**src/rtl/fnd_ctrl_if.sv**
```systemverilog
`default_nettype none
// ============================================================================
//  Module      : fnd_ctrl_if
//  Description : Request/result bundle between a requester and fnd_ctrl.
//                The requester side (master) drives a valid/value pair. The
//                converter side (slave) returns ready, the two segment
//                patterns, the over-range flag and the done pulse.
//  Revision    : 1.0  initial release
// ============================================================================
interface fnd_ctrl_if #(
    parameter int IN_W = 7
) ();

    logic            iValid;
    logic [IN_W-1:0] iValue;
    logic            oReady;
    logic [6:0]      oSegH;
    logic [6:0]      oSegL;
    logic            oOver;
    logic            oDone;

    // Requester side: issues values and observes the displayed result
    modport master (
        output iValid,
        output iValue,
        input  oReady,
        input  oSegH,
        input  oSegL,
        input  oOver,
        input  oDone
    );

    // Converter side: accepts values and produces the segment patterns
    modport slave (
        input  iValid,
        input  iValue,
        output oReady,
        output oSegH,
        output oSegL,
        output oOver,
        output oDone
    );

endinterface : fnd_ctrl_if
`default_nettype wire

```
**src/rtl/fnd_ctrl.sv**
```systemverilog
`default_nettype none
// ============================================================================
//  Module      : fnd_ctrl
//  Description : Request-driven front end for a two-digit multiplexed FND
//                driver. It accepts an unsigned binary value over a
//                valid/ready handshake. A sequential shift-add-3
//                (double-dabble) engine converts the value to two BCD digits
//                at one bit per cycle. The digits are then encoded to
//                7-segment patterns {g,f,e,d,c,b,a} and held on registered
//                outputs. Values above 99 show a dash on both digits.
//  Options     : FND_CTRL_LZB_EN - when defined, a zero tens digit is
//                blanked (in-range values only).
//  Revision    : 1.0  initial release
// ============================================================================
module fnd_ctrl #(
    parameter int IN_W = 7          // legal range 7..10
) (
    input  wire          iCLK,
    input  wire          iReset,
    fnd_ctrl_if.slave    bus
);

    // ------------------------------------------------------------------------
    // Constants
    // ------------------------------------------------------------------------
    localparam int              c_CNT_W    = $clog2(IN_W + 1);
    localparam logic [c_CNT_W-1:0] c_LAST_BIT = c_CNT_W'(IN_W - 1);
    localparam logic [IN_W-1:0] c_MAX_SHOWN = IN_W'(99);

    localparam logic [6:0] c_SEG_DASH  = 7'h40;
    localparam logic [6:0] c_SEG_BLANK = 7'h00;

`ifdef FND_CTRL_LZB_EN
    // Leading zero of the tens digit is suppressed
    localparam logic [6:0] c_SEG_TENS_ZERO = 7'h00;
`else
    // Leading zero of the tens digit is shown as a '0'
    localparam logic [6:0] c_SEG_TENS_ZERO = 7'h3F;
`endif

    // ------------------------------------------------------------------------
    // State encoding
    // ------------------------------------------------------------------------
    typedef enum logic [1:0] {
        S_IDLE   = 2'd0,
        S_CONV   = 2'd1,
        S_UPDATE = 2'd2
    } state_t;

    // ------------------------------------------------------------------------
    // Registers
    // ------------------------------------------------------------------------
    state_t             state_q;
    logic [IN_W-1:0]    shift_q;     // binary bits still to be shifted in
    logic [7:0]         bcd_q;       // {tens, units}
    logic [c_CNT_W-1:0] cnt_q;       // iterations completed in CONV
    logic               over_q;      // accepted value exceeds two digits
    logic [6:0]         seg_h_q;
    logic [6:0]         seg_l_q;
    logic               over_out_q;
    logic               done_q;

    // ------------------------------------------------------------------------
    // Combinational helpers
    // ------------------------------------------------------------------------
    logic [7:0] bcd_adj_d;           // BCD after the add-3 correction
    logic [6:0] seg_tens_d;
    logic [6:0] seg_units_d;

    // 7-segment encoder for one decimal digit; non-decimal codes stay dark
    function automatic logic [6:0] seg7(input logic [3:0] digit);
        logic [6:0] seg;
        case (digit)
            4'd0:    seg = 7'h3F;
            4'd1:    seg = 7'h06;
            4'd2:    seg = 7'h5B;
            4'd3:    seg = 7'h4F;
            4'd4:    seg = 7'h66;
            4'd5:    seg = 7'h6D;
            4'd6:    seg = 7'h7D;
            4'd7:    seg = 7'h07;
            4'd8:    seg = 7'h7F;
            4'd9:    seg = 7'h6F;
            default: seg = c_SEG_BLANK;
        endcase
        return seg;
    endfunction

    // Add 3 to every BCD nibble that is 5 or more, before the next shift
    always_comb begin
        bcd_adj_d = bcd_q;
        if (bcd_q[3:0] >= 4'd5) begin
            bcd_adj_d[3:0] = bcd_q[3:0] + 4'd3;
        end
        if (bcd_q[7:4] >= 4'd5) begin
            bcd_adj_d[7:4] = bcd_q[7:4] + 4'd3;
        end
    end

    // Segment patterns of the finished conversion, tens zero handled apart
    always_comb begin
        seg_units_d = seg7(bcd_q[3:0]);
        seg_tens_d  = seg7(bcd_q[7:4]);
        if (bcd_q[7:4] == 4'd0) begin
            seg_tens_d = c_SEG_TENS_ZERO;
        end
    end

    // ------------------------------------------------------------------------
    // Control FSM, conversion datapath and registered outputs
    // ------------------------------------------------------------------------
    // Reset takes priority over any request presented on the same edge
    always_ff @(posedge iCLK) begin
        if (iReset) begin
            state_q    <= S_IDLE;
            shift_q    <= '0;
            bcd_q      <= '0;
            cnt_q      <= '0;
            over_q     <= 1'b0;
            seg_h_q    <= c_SEG_BLANK;
            seg_l_q    <= c_SEG_BLANK;
            over_out_q <= 1'b0;
            done_q     <= 1'b0;
        end else begin
            done_q <= 1'b0;
            case (state_q)
                S_IDLE: begin
                    if (bus.iValid) begin
                        shift_q <= bus.iValue;
                        bcd_q   <= '0;
                        cnt_q   <= '0;
                        if (bus.iValue > c_MAX_SHOWN) begin
                            // Nothing to convert: go straight to the dash
                            over_q  <= 1'b1;
                            state_q <= S_UPDATE;
                        end else begin
                            over_q  <= 1'b0;
                            state_q <= S_CONV;
                        end
                    end
                end

                S_CONV: begin
                    // The MSB of the corrected BCD is always zero for
                    // values up to 99, so nothing is lost by the shift.
                    {bcd_q, shift_q} <= {bcd_adj_d, shift_q} << 1;
                    cnt_q            <= cnt_q + 1'b1;
                    if (cnt_q == c_LAST_BIT) begin
                        state_q <= S_UPDATE;
                    end
                end

                S_UPDATE: begin
                    if (over_q) begin
                        seg_h_q <= c_SEG_DASH;
                        seg_l_q <= c_SEG_DASH;
                    end else begin
                        seg_h_q <= seg_tens_d;
                        seg_l_q <= seg_units_d;
                    end
                    over_out_q <= over_q;
                    done_q     <= 1'b1;
                    state_q    <= S_IDLE;
                end

                default: begin
                    state_q <= S_IDLE;
                end
            endcase
        end
    end

    // ------------------------------------------------------------------------
    // Outputs
    // ------------------------------------------------------------------------
    // Ready is masked by reset so a request on a reset edge never looks taken
    assign bus.oReady = (state_q == S_IDLE) && !iReset;
    assign bus.oSegH  = seg_h_q;
    assign bus.oSegL  = seg_l_q;
    assign bus.oOver  = over_out_q;
    assign bus.oDone  = done_q;

endmodule : fnd_ctrl
`default_nettype wire

```
**src/flat_wrapper.sv**
```systemverilog
// flat-port wrapper written by rule: the top's interface ports become plain ports
module fnd_ctrl_flat 
#(
    parameter int IN_W = 7                              
)
  (iCLK, iReset, bus_iValid, bus_iValue, bus_oReady, bus_oSegH, bus_oSegL, bus_oOver, bus_oDone);
  fnd_ctrl_if #(.IN_W(IN_W)) bus_i ();
  input  wire iCLK;
  input  wire iReset;
  input wire logic [$bits(bus_i.iValid)-1:0] bus_iValid;
  input wire logic [$bits(bus_i.iValue)-1:0] bus_iValue;
  output wire logic [$bits(bus_i.oReady)-1:0] bus_oReady;
  output wire logic [$bits(bus_i.oSegH)-1:0] bus_oSegH;
  output wire logic [$bits(bus_i.oSegL)-1:0] bus_oSegL;
  output wire logic [$bits(bus_i.oOver)-1:0] bus_oOver;
  output wire logic [$bits(bus_i.oDone)-1:0] bus_oDone;
  assign bus_i.iValid = bus_iValid;
  assign bus_i.iValue = bus_iValue;
  assign bus_oReady = bus_i.oReady;
  assign bus_oSegH = bus_i.oSegH;
  assign bus_oSegL = bus_i.oSegL;
  assign bus_oOver = bus_i.oOver;
  assign bus_oDone = bus_i.oDone;
  fnd_ctrl #(.IN_W(IN_W)) u_core (.iCLK(iCLK), .iReset(iReset), .bus(bus_i));
endmodule
```
**config.mk**
```make
export PLATFORM = sky130hd
export DESIGN_NAME = fnd_ctrl_flat
export DESIGN_NICKNAME = d
export VERILOG_FILES = /design/src/rtl/fnd_ctrl_if.sv /design/src/rtl/fnd_ctrl.sv /design/src/flat_wrapper.sv
export SDC_FILE = /design/constraint.sdc
export NUM_CORES = 1
export LEC_CHECK = 0
export BUFFER_PORTS_ARGS = -buffer_cell sky130_fd_sc_hd__buf_2
export CAP_MARGIN = 20
export CORE_AREA = 2 2 76 78
export CTS_CLUSTER_SIZE = 14
export DETAILED_ROUTE_END_ITERATION = 7
export DIE_AREA = 0 0 78 80
export GPL_TIMING_DRIVEN = 0
export MAX_ROUTING_LAYER = met4
export PLACE_DENSITY_LB_ADDON = 0.3
export SLEW_MARGIN = 20
export SYNTH_ARGS = -nofsm -noshare
export SYNTH_HDL_FRONTEND = slang
export SYNTH_SLANG_ARGS = --single-unit
```
**constraint.sdc**
```tcl
create_clock -name iCLK -period 3.7 [get_ports iCLK]
set_input_delay 0.37 -clock iCLK [delete_from_list [all_inputs] [get_ports iCLK]]
set_output_delay 0.37 -clock iCLK [all_outputs]
set_load 0.02 [all_outputs]
```
==> impl_metrics.py <==
metrics = {
    "yosys": {
        "yosys_warnings": 0,
        "ys_seq_area_share_pct": 38.71,
        "ys.flop_type": "dfxtp_1",
        "syn_nets": 336,
        "syn_area_um2": 2638,
        "synth-seq-cells": 51,
        "synth_top_cell_by_area": "dfxtp_1",
        "synth_cells": 308,
        "synth.distinct_cells": 58,
        "synth-async-reset-ratio_pct": 0,
        "syn_area_per_cell_um2": 8.563,
        "synth.area.top_cells": "dfxtp_1, ha_1, nor2_1, a21oi_1, nand2_1",
        "synth_top_area_share_pct": 38.71,
        "synth_edf_count": 0,
    },
    "critical_path": {
        "crit_fanout": 6,
        "r2r-start": "u_core.bcd_q[0]",
        "worst-r2r-cell-count": 11,
        "arrival_ps": 2760,
        "cp_data_required_time_ps": 3870,
        "r2r_slack_ps": 1100,
        "critPathKind": "reg -> reg",
        "start_kind": "flop",
        "cp-startpoint": "u_core.bcd_q[0]",
        "cp-end-kind": "flop",
    },
    "sta": {
        "final.period_utilization_pct": 70.14,
        "relSlewSlack_pct": 53.83,
        "fmax_mhz": 385.3,
        "finalClockSkew_ps": 9.018,
        "grt_setup_unrepaired": "false",
        "setup-violations-final": 0,
        "drv_slew": 0,
        "fin_setup_tns_ps": 0,
        "hold_viol_final": 0,
        "period_needed_ps": 2595,
        "tightest_slew_ps": 691.1,
    },
    "global_route": {
        "grt_max_degree": 19,
        "first_global_vias": 2029,
        "grt_pass1_wl_um": 9777,
        "grt_use_total_pct": 20.24,
        "grt_antenna_before_repair": 0,
        "grt_overflow": 0,
    },
    "route": {
        "firstDrtPassIters": 4,
        "drt_iter0_markers": 128,
        "routed_wl_um": 5783,
        "drc": 0,
        "vias_per_cell": 5.519,
        "wl_per_cell_um": 13.97,
        "antenna_left": 0,
        "vias": 2285,
    },
    "floorplanning": {
        "die_w_um": 78,
        "ios": 27,
        "fp.dieH_um": 80,
        "initial_core_util_pct": 48.80,
        "core_area_um2": 5405,
        "dieArea_um2": 6240,
        "std_cell_rows": 27,
    },
    "power_and_ir_drop": {
        "cellPowerDensity_nw_per_um2": 349.9,
        "p_comb_share_pct": 11.2,
        "pwr-share-clk_pct": 33.2,
        "p_sw_share_pct": 27.53,
        "seqPwrFrac_pct": 55.6,
        "vdd.ir_drop.worst_v": 0.0002021,
        "power.switching_uw": 284.7,
        "power.internal_uw": 749.4,
        "finalPower_mw": 1.034,
        "p_leak_nw": 1.255,
    },
    "worst_hold_path": {
        "min-delay-start": "bus_iValue[1]",
        "min_path_type": "in -> reg",
    },
    "cells_and_area": {
        "antennaDiodeCount": 0,
        "seqCellArea_um2": 1021,
        "final_nets": 369,
        "multi_input_area_um2": 1449,
        "drive_gt1_share_pct": 18.13,
        "layout_common_cells": "dfxtp_1, nor2_1, buf_2, a21oi_1, nand2_1",
        "fill_cells": 525,
        "layout_commonest_cell": "dfxtp_1",
        "final_util_pct": 54.68,
        "areaGrowthSynthToFinish_pct": 12.05,
    },
    "clock_network": {
        "cts_buffers": 5,
        "clock_path_buffers": 2,
        "cts_hold_buffers": 0,
        "cts_setup_buffers": 0,
        "clock-sinks": 51,
        "htree_levels": 2,
        "clk_latency_ps": 310,
        "post_cts_resize_count": 0,
        "tritoncts": "built",
        "clk_pin_slew_ps": 100,
        "root_buffer": "clkbuf_8",
    },
    "placement": {
        "place_congestion": 0.9099,
        "numPortBuffers": 26,
        "hpwl_um": 4222,
    },
    "status": {
        "status": "finished, final reports clean",
    },
    "flow_run": {
        "drv_cap": 0,
    },
}
==> power by group through the flow <==
stage | Clock [mW] | Combinational (mW) | Sequential (mW)
after global routing | 0.369 | 0.131 | 0.577
after global placement | 0 | 0.114 | 0.587
after floorplan | 0 | 0.0780 | 0.591
after CTS | 0.352 | 0.116 | 0.575
final | 0.343 | 0.116 | 0.574
after detailed placement | 0 | 0.116 | 0.587
==> critical path, cell delays in order, from the launching register on <==
cell,delay [ps]
dfxtp_1,390
inv_1,130
ha_1,250
and2b_1,210
nor3_1,140
o21ai_0,150
a21oi_1,400
inv_1,180
ha_1,240
a21o_1,160
a21oi_1,130
a32oi_1,70
==> cells by family after synthesis <==
logic type | count (synthesis) | share of synthesized area [%]
AO/OA/AOI/OAI | 78 | 22.20
XOR/XNOR | 1 | 0.3321
adder cells (fa/ha/maj) | 18 | 8.539
buffers and inverters | 37 | 6.357
flip-flops | 51 | 38.71
multiplexers | 2 | 0.8064
AND/OR/NAND/NOR | 121 | 23.06
==> cell usage after synthesis, types with 2 or more instances <==
cell       count
a2111oi_2      2
a211o_1        2
a211oi_1       2
a211oi_2       3
a21o_1         2
a21oi_1       26
a22oi_1        2
a311oi_1       9
a31oi_1        4
a32oi_1        4
and2_1         2
and3_1         3
and4b_1        2
buf_1          2
buf_2          8
buf_4          3
clkbuf_1       7
dfxtp_1       51
ha_1          18
inv_1         14
nand2_1       25
nand2b_1       6
nor2_1        45
nor3_1        15
nor3b_1       10
o211ai_1       2
o21ai_0        7
o31ai_1        2
==> area by class of cell <==
| type | count | area share [%] |
|---|---|---|
| buffer | 21 | 3.641 |
| multi-input combinational | 220 | 49.03 |
| tap | 72 | 3.048 |
| inverter | 16 | 2.032 |
| clock inverter | 3 | 0.9738 |
| sequential | 51 | 34.55 |
| clock buffer | 5 | 2.329 |
| timing repair buffer | 26 | 4.403 |
==> per-layer routing <==
layer  GRT usage (%)  wire, um  vias up
met5               -         0        -
met1           27.23      2855     1063
met2           31.47      2593       60
met3           3.167       265        9
li1                -         -     1153
met4           6.316        69        0
==> how the worst min path moves through the flow <==
stage	endpoint	slack [ps]	cells after the start
4_1_cts	u_core.shift_q[1]	310	3
3_5_place_dp	u_core.bus.oOver	440	2
6_report	u_core.shift_q[1]	320	3
3_3_place_gp	u_core.bus.oSegH[6]	440	2
5_1_grt	u_core.shift_q[6]	340	3
2_1_floorplan	u_core.bus.oSegH[6]	430	2
==> stage by stage <==
step	hold slack, ps	area (um2)	worst slack [ps]	instances
final	318.2	2955	1105	414
after global routing	335.4	2955	923.7	414
after CTS	311.6	2955	1118	414
after detailed placement	444.4	2858	1147	406
after global placement	440.8	2858	1172	406
after floorplan	431.4	2638	1436	308
Note: power is estimated with default switching activity, not from simulation.
